--- src/rtl/quad_step_decoder_pkg.sv ---
// Shared constants and Gray-sequence lookup for the quadrature step decoder.
// The same lookup is used by the decoder and by anything that needs to predict its direction.
package quad_pkg;

  localparam logic DIR_UP   = 1'b1;
  localparam logic DIR_DOWN = 1'b0;

  localparam logic [1:0] ST_00 = 2'b00;
  localparam logic [1:0] ST_10 = 2'b10;
  localparam logic [1:0] ST_11 = 2'b11;
  localparam logic [1:0] ST_01 = 2'b01;

  // Forward (A leads) successor of a filtered {A,B} state.
  function automatic logic [1:0] quad_next_up(input logic [1:0] s);
    case (s)
      ST_00:   return ST_10;
      ST_10:   return ST_11;
      ST_11:   return ST_01;
      default: return ST_00;
    endcase
  endfunction

endpackage

--- src/rtl/quad_step_decoder_chan_filter.sv ---
// One encoder channel: synchroniser, debounce filter, and the stability run
// used once after reset to prime the decoder with the resting level.
module quad_chan_filter #(
  parameter int SYNC_STAGES = 2,
  parameter int FILTER_LEN  = 4
) (
  input  logic clock,
  input  logic reset,
  input  logic enc_i,
  input  logic load_i,
  output logic filt_o,
  output logic stable_o,
  output logic value_o
);

  localparam logic [7:0] CNT_MAX  = 8'(FILTER_LEN - 1);
  localparam logic [7:0] STAB_MAX = 8'(FILTER_LEN);

  logic [SYNC_STAGES-1:0] sync_q;
  logic [SYNC_STAGES-1:0] vld_q;
  logic [7:0]             cnt_q;
  logic [7:0]             stab_q;
  logic                   filt_q;
  logic                   last_q;
  logic                   s;
  logic                   s_vld;

  assign s     = sync_q[SYNC_STAGES-1];
  assign s_vld = vld_q[SYNC_STAGES-1];

  // vld_q marks when s carries a real sample rather than the reset fill,
  // so the priming run never counts the cleared synchroniser as a level.
  always_ff @(posedge clock) begin
    if (reset) begin
      sync_q <= '0;
      vld_q  <= '0;
      cnt_q  <= '0;
      stab_q <= '0;
      filt_q <= 1'b0;
      last_q <= 1'b0;
    end else begin
      sync_q <= {sync_q[SYNC_STAGES-2:0], enc_i};
      vld_q  <= {vld_q[SYNC_STAGES-2:0], 1'b1};

      if (s_vld) begin
        last_q <= s;
        if (stab_q != 8'd0 && s != last_q) begin
          stab_q <= 8'd1;
        end else if (stab_q != STAB_MAX) begin
          stab_q <= stab_q + 8'd1;
        end
      end

      if (load_i) begin
        filt_q <= last_q;
        cnt_q  <= '0;
      end else if (s_vld && s != filt_q) begin
        if (cnt_q == CNT_MAX) begin
          filt_q <= s;
          cnt_q  <= '0;
        end else begin
          cnt_q <= cnt_q + 8'd1;
        end
      end else begin
        cnt_q <= '0;
      end
    end
  end

  assign filt_o   = filt_q;
  assign stable_o = (stab_q == STAB_MAX);
  assign value_o  = last_q;

endmodule

--- src/rtl/quad_step_decoder.sv ---
// Quadrature encoder front end for counter_up_down: debounced Gray decode into
// a one-cycle step pulse, a held direction, and an illegal-transition flag.
module quad_step_decoder
  import quad_pkg::*;
#(
  parameter int SYNC_STAGES = 2,
  parameter int FILTER_LEN  = 4,
  parameter int X1_MODE     = 0
) (
  input  logic       clock,
  input  logic       reset,
  input  logic       enc_a,
  input  logic       enc_b,
  output logic       counter_en,
  output logic       add_or_sub,
  output logic       step_err,
  output logic [1:0] ab_state
);

  logic       a_filt, b_filt;
  logic       a_stable, b_stable;
  logic       a_value, b_value;
  logic       load;
  logic [1:0] cur;
  logic [1:0] prev_q;
  logic       primed_q;
  logic       en_q, en_d;
  logic       err_q, err_d;
  logic       dir_q, dir_d;

  quad_chan_filter #(.SYNC_STAGES(SYNC_STAGES), .FILTER_LEN(FILTER_LEN)) u_filt_a (
    .clock    (clock),
    .reset    (reset),
    .enc_i    (enc_a),
    .load_i   (load),
    .filt_o   (a_filt),
    .stable_o (a_stable),
    .value_o  (a_value)
  );

  quad_chan_filter #(.SYNC_STAGES(SYNC_STAGES), .FILTER_LEN(FILTER_LEN)) u_filt_b (
    .clock    (clock),
    .reset    (reset),
    .enc_i    (enc_b),
    .load_i   (load),
    .filt_o   (b_filt),
    .stable_o (b_stable),
    .value_o  (b_value)
  );

  assign load = !primed_q && a_stable && b_stable;
  assign cur  = {a_filt, b_filt};

  always_comb begin
    en_d  = 1'b0;
    err_d = 1'b0;
    dir_d = dir_q;
    if (primed_q && cur != prev_q) begin
      if ((cur ^ prev_q) == 2'b11) begin
        err_d = 1'b1;
      end else if (X1_MODE == 0 || cur == ST_00) begin
        en_d  = 1'b1;
        dir_d = (quad_next_up(prev_q) == cur) ? DIR_UP : DIR_DOWN;
      end
    end
  end

  // The priming load seeds prev_q with the loaded state so it never decodes as a step.
  always_ff @(posedge clock) begin
    if (reset) begin
      prev_q   <= ST_00;
      primed_q <= 1'b0;
      en_q     <= 1'b0;
      err_q    <= 1'b0;
      dir_q    <= DIR_UP;
    end else begin
      prev_q   <= load ? {a_value, b_value} : cur;
      primed_q <= primed_q | load;
      en_q     <= en_d;
      err_q    <= err_d;
      dir_q    <= dir_d;
    end
  end

  assign counter_en = en_q;
  assign step_err   = err_q;
  assign add_or_sub = dir_q;
  assign ab_state   = cur;

endmodule
--- config.mk ---
export PLATFORM = sky130hd
export DESIGN_NAME = quad_step_decoder
export DESIGN_NICKNAME = d
export VERILOG_FILES = /design/src/rtl/quad_step_decoder_pkg.sv /design/src/rtl/quad_step_decoder_chan_filter.sv /design/src/rtl/quad_step_decoder.sv
export SDC_FILE = /design/constraint.sdc
export NUM_CORES = 1
export LEC_CHECK = 0
export CAP_MARGIN = 20
export CELL_PAD_IN_SITES_DETAIL_PLACEMENT = 1
export CELL_PAD_IN_SITES_GLOBAL_PLACEMENT = 2
export CORE_ASPECT_RATIO = 0.7
export CORE_MARGIN = 2
export CORE_UTILIZATION = 38
export DETAILED_ROUTE_END_ITERATION = 8
export GPL_TIMING_DRIVEN = 0
export PLACE_DENSITY = 0.84
export SLEW_MARGIN = 40
export SYNTH_ARGS = -nofsm -noshare
export SYNTH_HDL_FRONTEND = slang
export SYNTH_SLANG_ARGS = --single-unit
--- constraint.sdc ---
create_clock -name clock -period 2.2 [get_ports clock]
set_clock_uncertainty 0.05 [all_clocks]
set_input_delay 0.44 -clock clock [delete_from_list [all_inputs] [get_ports clock]]
set_output_delay 0.44 -clock clock [all_outputs]
set_load 0.01 [all_outputs]
==> impl_metrics.yaml, run 1 <==
sta:
  fin_crit_sh_pct: 93.40
  slew_headroom_pct: 52.76
  finalCriticalPeriod_ns: 2.055
  tightest_slew_ns: 0.7062
  setup-violations-final: 0
  fmax_ghz: 0.4867
  hold_violations: 0
  drv_slew: 0
  rsz0062_at_grt: "false"
  timing.hold.ws_ns: 0.3980
worst_setup_path:
  required_ns: 2.31
  crit_fanout: 8
  r2r_slack_ns: 0.15
  crit_path_end_kind: "flip-flop"
  worst_ep_arrival_time_ns: 2.17
  start_kind: "flip-flop"
  critPathKind: "reg -> reg"
grt:
  grt.total_usage_pct: 16.89
  grt_pass1_vias: 1871
  grt_max_degree: 16
  grt.overflow.total: 0
  antenna_found_initial: 0
  grt_pass1_wl_mm: 9.363
synthesis:
  synth-main-ff-cell: "dfxtp_1"
  synthDistinctLibCells: 52
  async_reset_ff_share_pct: 0
  synth_warnings: 0
  synth-seq-cells: 48
  syn_inst: 264
  avgSynthCellArea_um2: 8.981
  synth_area_mm2: 0.002371
  synth_fp_nets: 274
  synth-seq-area-share_pct: 40.53
  synth-edff-count: 0
final_layout:
  fill_cells: 732
  antennaDiodeCount: 0
  area_growth_pct: 13.83
  fin_area_mm2: 0.002699
  regArea_um2: 960.9
  final_nets: 291
  multi_input_area_mm2: 0.001299
  layout-drive-gt1-share_pct: 10.64
  final_cell_mix: "48 x dfxtp_1, 23 x nor3_1, 14 x nand2_1, 14 x nor2_1"
  final_common_cell: "dfxtp_1"
floorplan:
  die_w_um: 98.41
  rows: 24
  die_y_um: 70.09
  core-area_mm2: 0.006126
  start_util_pct: 38.71
  die_area_mm2: 0.006898
  io-pin-count: 9
placement:
  portBuffers: 8
  routabilityCongestion: 0.7624
  placed_cell_area_mm2: 0.002549
  post-dp-hpwl_mm: 4.071
power_and_ir_drop:
  p_leak_nw: 0.9221
  ir_drop_mv: 0.2432
  cellPowerDensity_mw_per_mm2: 626.0
cts:
  cts_sinks: 48
  cts_buffer_depth: 2
  clock-root-buffer: "clkbuf_8"
  cts_tree: "yes"
  cts_buffers: 5
  postCtsHoldBufs: 0
  path_clk_slew_ns: 0.09
  h-tree-depth: 2
  clk_latency_ns: 0.30
detailed_routing:
  ant_nets: 0
  wl_met1_mm: 3.002
  wl_met2_mm: 2.396
  first_pass_iters: 4
  wirelength_mm: 5.612
  wl_met3_um: 165
  vias_per_cell: 5.406
  drt_iter0_markers: 50
  top_layer: "met4"
  vias: 1946
  wl_per_cell_um: 15.59
  drc: 0
min_path:
  min_path_type: "reg -> reg"
job:
  maxCapViolations: 0
status:
  outcome: "finished, final reports clean"
-- metal layers --
layer	vias up	track usage [%]
li1	982	-
met5	-	0
met3	6	4.004
met2	20	25.62
met1	938	23.93
met4	0	4.871
-- worst paths after layout --
path | start | end | cells after the start
worst min register to register | u_filt_b.sync_q[0] | u_filt_b.sync_q[1] | 1
worst max register to register | u_filt_b.cnt_q[0] | u_filt_b.cnt_q[4] | 4
worst min-delay path | u_filt_b.sync_q[0] | u_filt_b.sync_q[1] | 1
worst max-delay path | u_filt_b.cnt_q[0] | u_filt_b.cnt_q[4] | 4
-- stage by stage --
step                      util, %  std cells  total power [mW]  setup WS [ns]  TNS (ns)
after floorplan                 -        264            0.9845         0.3909         0
after global placement      41.61        350             1.019        -0.1759   -0.6995
after detailed placement    41.61        350             1.021        -0.2404    -1.418
after CTS                   43.59        358             1.706        0.01107         0
after global routing        44.06        360             1.761        0.01647         0
final                       44.06        360             1.689         0.1452         0
-- final cells by class --
type	count	area share, %
multi-input combinational	190	48.12
sequential	48	35.61
tap	78	3.616
timing repair buffer	10	3.523
clock buffer	6	3.060
buffer	13	2.689
inverter	13	1.947
clock inverter	2	1.437
-- cells by family after synthesis --
family | count (synthesis) | share of synthesized area, %
simple gates | 103 | 23.22
compound gates | 52 | 17.10
flops | 48 | 40.53
buf+inv | 26 | 5.065
xor+xnor | 25 | 9.235
fa+ha+maj | 6 | 3.166
mux | 4 | 1.689
-- cell usage after synthesis (3+ instances only) --
cell type / count / area (µm²)
clkbuf_1: 8 / 30.03
o31ai_1: 3 / 22.52
a21oi_1: 13 / 65.06
dfxtp_1: 48 / 960.9
o41ai_1: 3 / 26.28
nand4_1: 7 / 43.79
ha_1: 6 / 75.07
and2_1: 4 / 25.02
and3_1: 3 / 18.77
or3_1: 3 / 18.77
o21ai_0: 6 / 30.03
nand3_1: 13 / 65.06
mux2i_1: 4 / 40.04
xnor2_1: 12 / 105.1
o21ai_1: 3 / 15.01
inv_1: 12 / 45.04
nand2_1: 14 / 52.55
nor3_1: 23 / 115.1
nor2b_1: 7 / 43.79
nor2_1: 15 / 56.30
xor2_1: 13 / 113.9
-- critical path, cell delays in order (launching register included) --
cell and delay (ns):
dfxtp_1 0.36, ha_1 0.22, or4b_2 0.62, o21ai_1 0.55, nor3_1 0.12
-- registers in the layout, indices dropped and copies added, names as in the netlist, 2 cells and up --
| name | flops |
|---|---|
| u_filt_a.cnt_q | 8 |
| u_filt_b.stab_q | 8 |
| u_filt_b.sync_q | 2 |
| u_filt_a.sync_q | 2 |
| u_filt_b.cnt_q | 8 |
| u_filt_a.stab_q | 8 |
| prev_q | 2 |
-- report_power, final --
group / internal (mW) / switching, mW
registers: 0.879 / 0.00970
logic: 0.0398 / 0.0749
clock network: 0.372 / 0.314
-- repair_timing --
action	4_1_cts	5_1_grt
buffers inserted	0	2
endpoints found under the setup margin	10	11
gates resized for setup	0	5
pin swaps	1	1
Note: power is estimated with default switching activity, not from simulation.
==> run 2, diff against run 1 <==
--- a/config.mk
+++ b/config.mk
@@ -5,7 +5,6 @@
 export SDC_FILE = /design/constraint.sdc
 export NUM_CORES = 1
 export LEC_CHECK = 0
-export CAP_MARGIN = 20
 export CELL_PAD_IN_SITES_DETAIL_PLACEMENT = 1
 export CELL_PAD_IN_SITES_GLOBAL_PLACEMENT = 2
 export CORE_ASPECT_RATIO = 0.7
==> results of run 2 <==
Same layout as run 1: the final DEF is identical, and so are final timing and power.
